File: src/rtl/seg_display_scan.sv
// Multiplexed N-digit 7-segment driver: glyph or binary-to-BCD number frames committed atomically.
// Optional blink support is compiled in with `define DISP_BLINK_EN.
module seg_display_scan #(
  parameter int unsigned NUM_DIGITS   = 4,
  parameter int unsigned GLYPH_BITS   = 5,
  parameter int unsigned VALUE_BITS   = 14,
  parameter int unsigned REFRESH_DIV  = 100000
`ifdef DISP_BLINK_EN
  ,
  parameter int unsigned BLINK_FRAMES = 32
`endif
) (
  input  logic                             clk,
  input  logic                             rst_n,
  input  logic                             update,
  input  logic                             mode,
  input  logic [NUM_DIGITS*GLYPH_BITS-1:0] glyph_in,
  input  logic [VALUE_BITS-1:0]            value_in,
  input  logic                             lz_blank,
`ifdef DISP_BLINK_EN
  input  logic [NUM_DIGITS-1:0]            blink_mask,
`endif
  output logic                             busy,
  output logic                             overflow,
  output logic [6:0]                       seg,
  output logic [NUM_DIGITS-1:0]            an
);

  localparam int unsigned IDX_W = (NUM_DIGITS > 1) ? $clog2(NUM_DIGITS) : 1;
  localparam int unsigned PRE_W = $clog2(REFRESH_DIV);
  localparam int unsigned BIT_W = $clog2(VALUE_BITS + 1);
  localparam int unsigned BCD_W = 4 * (NUM_DIGITS + 1);
  localparam int unsigned BUF_W = NUM_DIGITS * GLYPH_BITS;

  localparam logic [GLYPH_BITS-1:0] GLYPH_BLANK = '1;

  localparam logic [6:0] SEG_BLANK            = 7'h7F;
  localparam logic [6:0] SEG_ZERO             = 7'h40;
  localparam logic [6:0] SEG_ONE              = 7'h79;
  localparam logic [6:0] SEG_TWO              = 7'h24;
  localparam logic [6:0] SEG_THREE            = 7'h30;
  localparam logic [6:0] SEG_FOUR             = 7'h19;
  localparam logic [6:0] SEG_FIVE             = 7'h12;
  localparam logic [6:0] SEG_SIX              = 7'h02;
  localparam logic [6:0] SEG_SEVEN            = 7'h78;
  localparam logic [6:0] SEG_EIGHT            = 7'h00;
  localparam logic [6:0] SEG_NINE             = 7'h10;
  localparam logic [6:0] SEG_ARROW_UP         = 7'h7E;
  localparam logic [6:0] SEG_ARROW_DOWN       = 7'h77;
  localparam logic [6:0] SEG_ARROW_LEFT       = 7'h4F;
  localparam logic [6:0] SEG_ARROW_RIGHT      = 7'h39;
  localparam logic [6:0] SEG_ARROW_UP_DOWN    = 7'h76;
  localparam logic [6:0] SEG_ARROW_UP_LEFT    = 7'h4E;
  localparam logic [6:0] SEG_ARROW_UP_RIGHT   = 7'h7C;
  localparam logic [6:0] SEG_ARROW_DOWN_LEFT  = 7'h67;
  localparam logic [6:0] SEG_ARROW_DOWN_RIGHT = 7'h73;
  localparam logic [6:0] SEG_ARROW_LEFT_RIGHT = 7'h5D;
  localparam logic [6:0] SEG_ARROW_NONE       = 7'h3F;

  function automatic logic [6:0] glyph_to_seg(input logic [GLYPH_BITS-1:0] code);
    logic [6:0] s;
    s = SEG_BLANK;
    case (32'(code))
      0:  s = SEG_ZERO;
      1:  s = SEG_ONE;
      2:  s = SEG_TWO;
      3:  s = SEG_THREE;
      4:  s = SEG_FOUR;
      5:  s = SEG_FIVE;
      6:  s = SEG_SIX;
      7:  s = SEG_SEVEN;
      8:  s = SEG_EIGHT;
      9:  s = SEG_NINE;
      10: s = SEG_ARROW_UP;
      11: s = SEG_ARROW_DOWN;
      12: s = SEG_ARROW_LEFT;
      13: s = SEG_ARROW_RIGHT;
      14: s = SEG_ARROW_UP_DOWN;
      15: s = SEG_ARROW_UP_LEFT;
      16: s = SEG_ARROW_UP_RIGHT;
      17: s = SEG_ARROW_DOWN_LEFT;
      18: s = SEG_ARROW_DOWN_RIGHT;
      19: s = SEG_ARROW_LEFT_RIGHT;
      20: s = SEG_ARROW_NONE;
      default: s = SEG_BLANK;
    endcase
    return s;
  endfunction

  logic [BUF_W-1:0]      buf_q;
  logic [PRE_W-1:0]      pre_q;
  logic [IDX_W-1:0]      idx_q;
  logic [BIT_W-1:0]      bit_q;
  logic [VALUE_BITS-1:0] bin_q;
  logic [BCD_W-1:0]      bcd_q;
  logic                  lz_q;
  logic                  carry_q;

  logic                  tick_c;
  logic                  last_c;
  logic                  blank_c;
  logic [GLYPH_BITS-1:0] cur_glyph_c;
  logic [BCD_W-1:0]      bcd_adj_c;
  logic [BCD_W-1:0]      bcd_next_c;
  logic                  ovf_c;
  logic                  seen_c;
  logic [3:0]            dig_c;
  logic [BUF_W-1:0]      commit_c;

  assign tick_c      = (pre_q == PRE_W'(REFRESH_DIV - 1));
  assign last_c      = (idx_q == IDX_W'(NUM_DIGITS - 1));
  assign cur_glyph_c = buf_q[32'(idx_q) * GLYPH_BITS +: GLYPH_BITS];

  // One double-dabble step: add 3 to every BCD digit >= 5, then shift in the next binary bit.
  always_comb begin
    bcd_adj_c = bcd_q;
    for (int i = 0; i < NUM_DIGITS + 1; i++) begin
      if (bcd_q[4*i +: 4] >= 4'd5) bcd_adj_c[4*i +: 4] = bcd_q[4*i +: 4] + 4'd3;
    end
    bcd_next_c = {bcd_adj_c[BCD_W-2:0], bin_q[VALUE_BITS-1]};
  end

  // Carry out of the guard digit or a nonzero guard digit means more digits than are displayed.
  assign ovf_c = carry_q | bcd_adj_c[BCD_W-1] | (bcd_next_c[BCD_W-1 -: 4] != 4'd0);

  // Frame to commit when the conversion finishes, with leading zeros optionally blanked.
  always_comb begin
    commit_c = '0;
    seen_c   = 1'b0;
    dig_c    = '0;
    for (int i = NUM_DIGITS - 1; i >= 0; i--) begin
      dig_c = bcd_next_c[4*i +: 4];
      if (dig_c != 4'd0) seen_c = 1'b1;
      if (ovf_c)                          commit_c[i*GLYPH_BITS +: GLYPH_BITS] = GLYPH_BITS'(9);
      else if (lz_q && !seen_c && i != 0) commit_c[i*GLYPH_BITS +: GLYPH_BITS] = GLYPH_BLANK;
      else                                commit_c[i*GLYPH_BITS +: GLYPH_BITS] = GLYPH_BITS'(dig_c);
    end
  end

  // Update acceptance, number conversion and atomic frame commit.
  always_ff @(posedge clk or negedge rst_n) begin
    if (!rst_n) begin
      busy     <= 1'b0;
      overflow <= 1'b0;
      buf_q    <= '1;
      bit_q    <= '0;
      bin_q    <= '0;
      bcd_q    <= '0;
      lz_q     <= 1'b0;
      carry_q  <= 1'b0;
    end else if (busy) begin
      bcd_q   <= bcd_next_c;
      bin_q   <= bin_q << 1;
      bit_q   <= bit_q + BIT_W'(1);
      carry_q <= carry_q | bcd_adj_c[BCD_W-1];
      if (bit_q == BIT_W'(VALUE_BITS - 1)) begin
        busy     <= 1'b0;
        buf_q    <= commit_c;
        overflow <= ovf_c;
      end
    end else if (update) begin
      if (mode) begin
        busy    <= 1'b1;
        bin_q   <= value_in;
        bcd_q   <= '0;
        bit_q   <= '0;
        lz_q    <= lz_blank;
        carry_q <= 1'b0;
      end else begin
        buf_q    <= glyph_in;
        overflow <= 1'b0;
      end
    end
  end

  // Digit scan: present the current digit on the terminal count, then advance.
  always_ff @(posedge clk or negedge rst_n) begin
    if (!rst_n) begin
      pre_q <= '0;
      idx_q <= '0;
      an    <= '1;
      seg   <= SEG_BLANK;
    end else begin
      pre_q <= tick_c ? '0 : pre_q + PRE_W'(1);
      if (tick_c) begin
        an    <= ~(NUM_DIGITS'(1) << idx_q);
        seg   <= blank_c ? SEG_BLANK : glyph_to_seg(cur_glyph_c);
        idx_q <= last_c ? '0 : idx_q + IDX_W'(1);
      end
    end
  end

`ifdef DISP_BLINK_EN
  localparam int unsigned FRM_W = $clog2(BLINK_FRAMES) + 1;

  logic [FRM_W-1:0] frame_q;
  logic             blink_off_q;

  // Blink phase flips after every BLINK_FRAMES completed scan frames.
  always_ff @(posedge clk or negedge rst_n) begin
    if (!rst_n) begin
      frame_q     <= '0;
      blink_off_q <= 1'b0;
    end else if (tick_c && last_c) begin
      if (frame_q == FRM_W'(BLINK_FRAMES - 1)) begin
        frame_q     <= '0;
        blink_off_q <= ~blink_off_q;
      end else begin
        frame_q <= frame_q + FRM_W'(1);
      end
    end
  end

  assign blank_c = blink_off_q & blink_mask[idx_q];
`else
  assign blank_c = 1'b0;
`endif

endmodule
File: config.mk
export PLATFORM = sky130hd
export DESIGN_NAME = seg_display_scan
export DESIGN_NICKNAME = d
export VERILOG_FILES = /design/src/rtl/seg_display_scan.sv
export SDC_FILE = /design/constraint.sdc
export NUM_CORES = 1
export LEC_CHECK = 0
export ABC_AREA = 1
export CORE_AREA = 3 3 109 111
export CTS_BUF_LIST = sky130_fd_sc_hd__clkbuf_16
export CTS_CLUSTER_DIAMETER = 40
export DETAILED_ROUTE_END_ITERATION = 7
export DIE_AREA = 0 0 112 114
export HOLD_SLACK_MARGIN = 0.1
export PLACE_DENSITY_LB_ADDON = 0.08
export SYNTH_ARGS = -nofsm -noshare
export SYNTH_HDL_FRONTEND = slang
export SYNTH_SLANG_ARGS = --single-unit
File: constraint.sdc
create_clock -name clk -period 1.8 [get_ports clk]
set_input_delay 0.36 -clock clk [delete_from_list [all_inputs] [get_ports clk]]
set_output_delay 0.36 -clock clk [all_outputs]
set_load 0.01 [all_outputs]
==> results.py <==
metrics = {
    "timing": {
        "fin_tns_setup_ns": 0,
        "relSlewSlack": 0.7069,
        "maxSlewViolCount": 0,
        "fmax_mhz": 561.3,
        "fin_crit_ns": 1.782,
        "tightest_slew_ns": 0.4391,
        "finalSetupViolCount": 0,
        "rsz0062_at_grt": "yes",
        "timing.final.ws_setup_ns": 0.01836,
        "period_share": 0.9898,
        "finClkSkew_ns": 0.007979,
        "hold_violations": 0,
    },
    "floorplanning": {
        "core_region_area_sq_um": 10890,
        "die_area_sq_um": 12770,
        "initial_utilization": 0.4970,
        "io_pins": 52,
        "die_h_um": 114,
        "die_w_um": 112,
        "num_rows": 38,
    },
    "cts": {
        "htree_levels": 3,
        "clkSlewWorstSetupHoldPaths_ns": 0.07,
        "cts_sinks": 92,
        "numCtsBuffers": 9,
        "clk_latency_ns": 0.35,
        "cts_buffer_depth": 2,
        "root_buffer": "clkbuf_16",
        "tritoncts": "done",
    },
    "final_layout": {
        "fill_cells": 966,
        "drive_above_1_share": 0.2915,
        "final_util": 0.6471,
        "antenna_cells": 0,
        "fin_nets": 848,
        "syn2layout_area_growth_pct": 30.20,
    },
    "logic_synthesis": {
        "async_reset_ff_frac": 1.000,
        "synth.top_cell.area_share": 0.2821,
        "ys.flop_type": "dfrtp_1",
        "syn-mean-instance-area_sq_um": 7.981,
        "synth.yosys.warnings": 0,
        "synth_edf_count": 0,
        "synthDistinctLibCells": 45,
        "yosysSeqAreaShare": 0.4326,
        "synth_largest_area_cell": "dfrtp_1",
        "synth_area_sq_um": 5411,
        "synthTopCellsByCount": "nand2_1 (155), inv_1 (70), dfrtp_1 (61)",
        "synthCells": 678,
        "synthTopCellsByArea": "dfrtp_1 (28%), dfstp_2 (15%), nand2_1 (11%)",
        "post-synth-top-count-cell": "nand2_1",
        "synth_seq_cells": 92,
        "syn_nets": 742,
    },
    "power": {
        "pwr_density_cell_nw_per_um2": 1607,
        "ir_worst_vdd_mv": 0.8080,
        "switchingPower_uw": 4910,
        "swShare": 0.4338,
        "p_seq_frac": 0.301,
        "internal-power_uw": 6410,
        "leakagePower_uw": 0.003371,
        "p_clk_frac": 0.156,
        "power_frac_comb": 0.543,
    },
    "place": {
        "gp_congestion": 0.9069,
        "dp_slack_ns": -0.06533,
        "dp.final_hpwl_um": 9528,
        "portBuffers": 51,
    },
    "routing": {
        "drt_wl_total_um": 13170,
        "drtAntennaViolNets": 0,
        "post-route-drc-count": 0,
        "via_per_inst": 5.192,
        "route.detailed.wl_per_inst_um": 14.17,
        "vias": 4823,
        "drtIter0Drc": 296,
        "drt_pass1_iterations": 4,
    },
    "setup_path": {
        "worstPathMaxFanout": 6,
        "reg2reg_depth": 11,
        "cp_data_arrival_time_ns": 2.06,
        "worstReg2RegStart": "bcd_q[13]",
        "start_kind": "register",
        "r2r-end": "buf_q[2]",
        "criticalPathCategory": "register to register",
        "crit_path_end_kind": "register",
        "worstPathRequired_ns": 2.08,
        "rrSetupSlack_ns": 0.02,
    },
    "global_routing": {
        "grt_pass1_vias": 4638,
        "grt_max_degree": 53,
        "grt_usage": 0.2056,
        "grt_pass1_wl_um": 21330,
        "antenna_found_initial": 0,
        "grt-ovfl-total": 0,
    },
    "flow_run": {
        "maxCapViolCount": 0,
    },
    "outcome": {
        "status": "completed",
    },
    "hold_path": {
        "hp-class": "primary input to asynchronous set/reset pin",
    },
}
[cell usage in the layout (no fill, tap or decap), drive strengths merged]
cell	n
nand2	173
o21ai	55
a21boi	1
nand3	51
a22oi	4
ha	25
xor2	4
dfstp	31
o211ai	3
o22ai	22
a32oi	1
buf	62
clkinv	7
clkbuf	9
or2	7
nand4	14
o21a	1
nor3	5
clkdlybuf4s50	46
dlygate4sd3	1
dfrtp	61
clkinvlp	1
inv	83
nor2	71
nor3b	1
a21oi	35
nor4	8
dlymetal6s2s	4
a31oi	3
[cell type report]
class,count,area [sq um],share of cell area
Sequential cell,92,2345,0.3328
Tap cell,140,175.2,0.02486
Multi-Input combinational cell,484,2898,0.4113
Clock buffer,9,225.2,0.03197
Timing Repair Buffer,113,1036,0.1470
Clock inverter,7,42.54,0.006038
Inverter,84,324.1,0.04600
[critical path, stage by stage, from the launching register on]
cell	delay, ns
dfrtp_1	0.40
inv_2	0.13
ha_4	0.15
inv_2	0.04
nand2_4	0.07
nand2_2	0.07
nand3_2	0.08
nand2_2	0.07
nor2_4	0.16
nand3_4	0.15
or2_0	0.25
a21oi_1	0.15
[registers in the layout (all words and copies together), names as in the netlist, 2 cells and up]
signal / flops
bcd_q: 20
buf_q: 20
pre_q: 17
bin_q: 14
seg: 7
an: 4
bit_q: 4
idx_q: 2
[how the worst max path moves through the flow]
stage | from | end | slack (ns) | cells past startpoint
finish | bcd_q[13] | buf_q[2] | 0.02 | 11
global route | buf_q[0] | seg[1] | -0.07 | 9
CTS | bcd_q[8] | buf_q[7] | 0.0005 | 15
detailed placement | idx_q[0] | seg[3] | -0.07 | 10
global placement | update | buf_q[16] | -0.009 | 8
floorplan | idx_q[0] | seg[3] | 0.03 | 10
[stage by stage]
stage / hold slack, ns / instances / total power (uW) / area [sq um]
finish: 0.4465 / 929 / 11320 / 7046
floorplan: 0.06441 / 678 / 6953 / 5413
CTS: 0.4458 / 903 / 10330 / 6610
detailed placement: 0.2681 / 886 / 8516 / 6317
global route: 0.4607 / 929 / 12240 / 7046
global placement: 0.2636 / 886 / 8383 / 6317
[per-layer routing]
metal	track usage	vias up	routed length, um
met5	0	-	0
met4	0.08093	0	267
met3	0.03926	20	421
met2	0.3497	98	6697
met1	0.2601	2255	5779
li1	-	2450	-
[power groups by stage]
stage	registers, uW	logic, uW	clock network [uW]
final	3410	6140	1770
after global routing	3500	6840	1910
after CTS	3400	5130	1800
after detailed placement	3430	5090	0
after global placement	3410	4970	0
after floorplan	3280	3670	0
[cells by family (layout without fill, tap and decap cells)]
group,after synthesis,count (layout),share of synthesized area
AO/OA/AOI/OAI,125,125,0.1336
XOR/XNOR,4,4,0.006473
adder cells (fa/ha/maj),25,25,0.05780
buffers and inverters,102,213,0.07561
flip-flops,92,92,0.4326
AND/OR/NAND/NOR,330,330,0.2939
[timing repair]
action                                  4_1_cts  5_1_grt
pin swaps                                     1       38
endpoints found under the setup margin        8       37
gates resized for setup                       6       78
setup buffers                                 0       26
hold endpoints to repair                     19        0
hold buffers                                  1        0
Power figures use the tool's default switching activity.
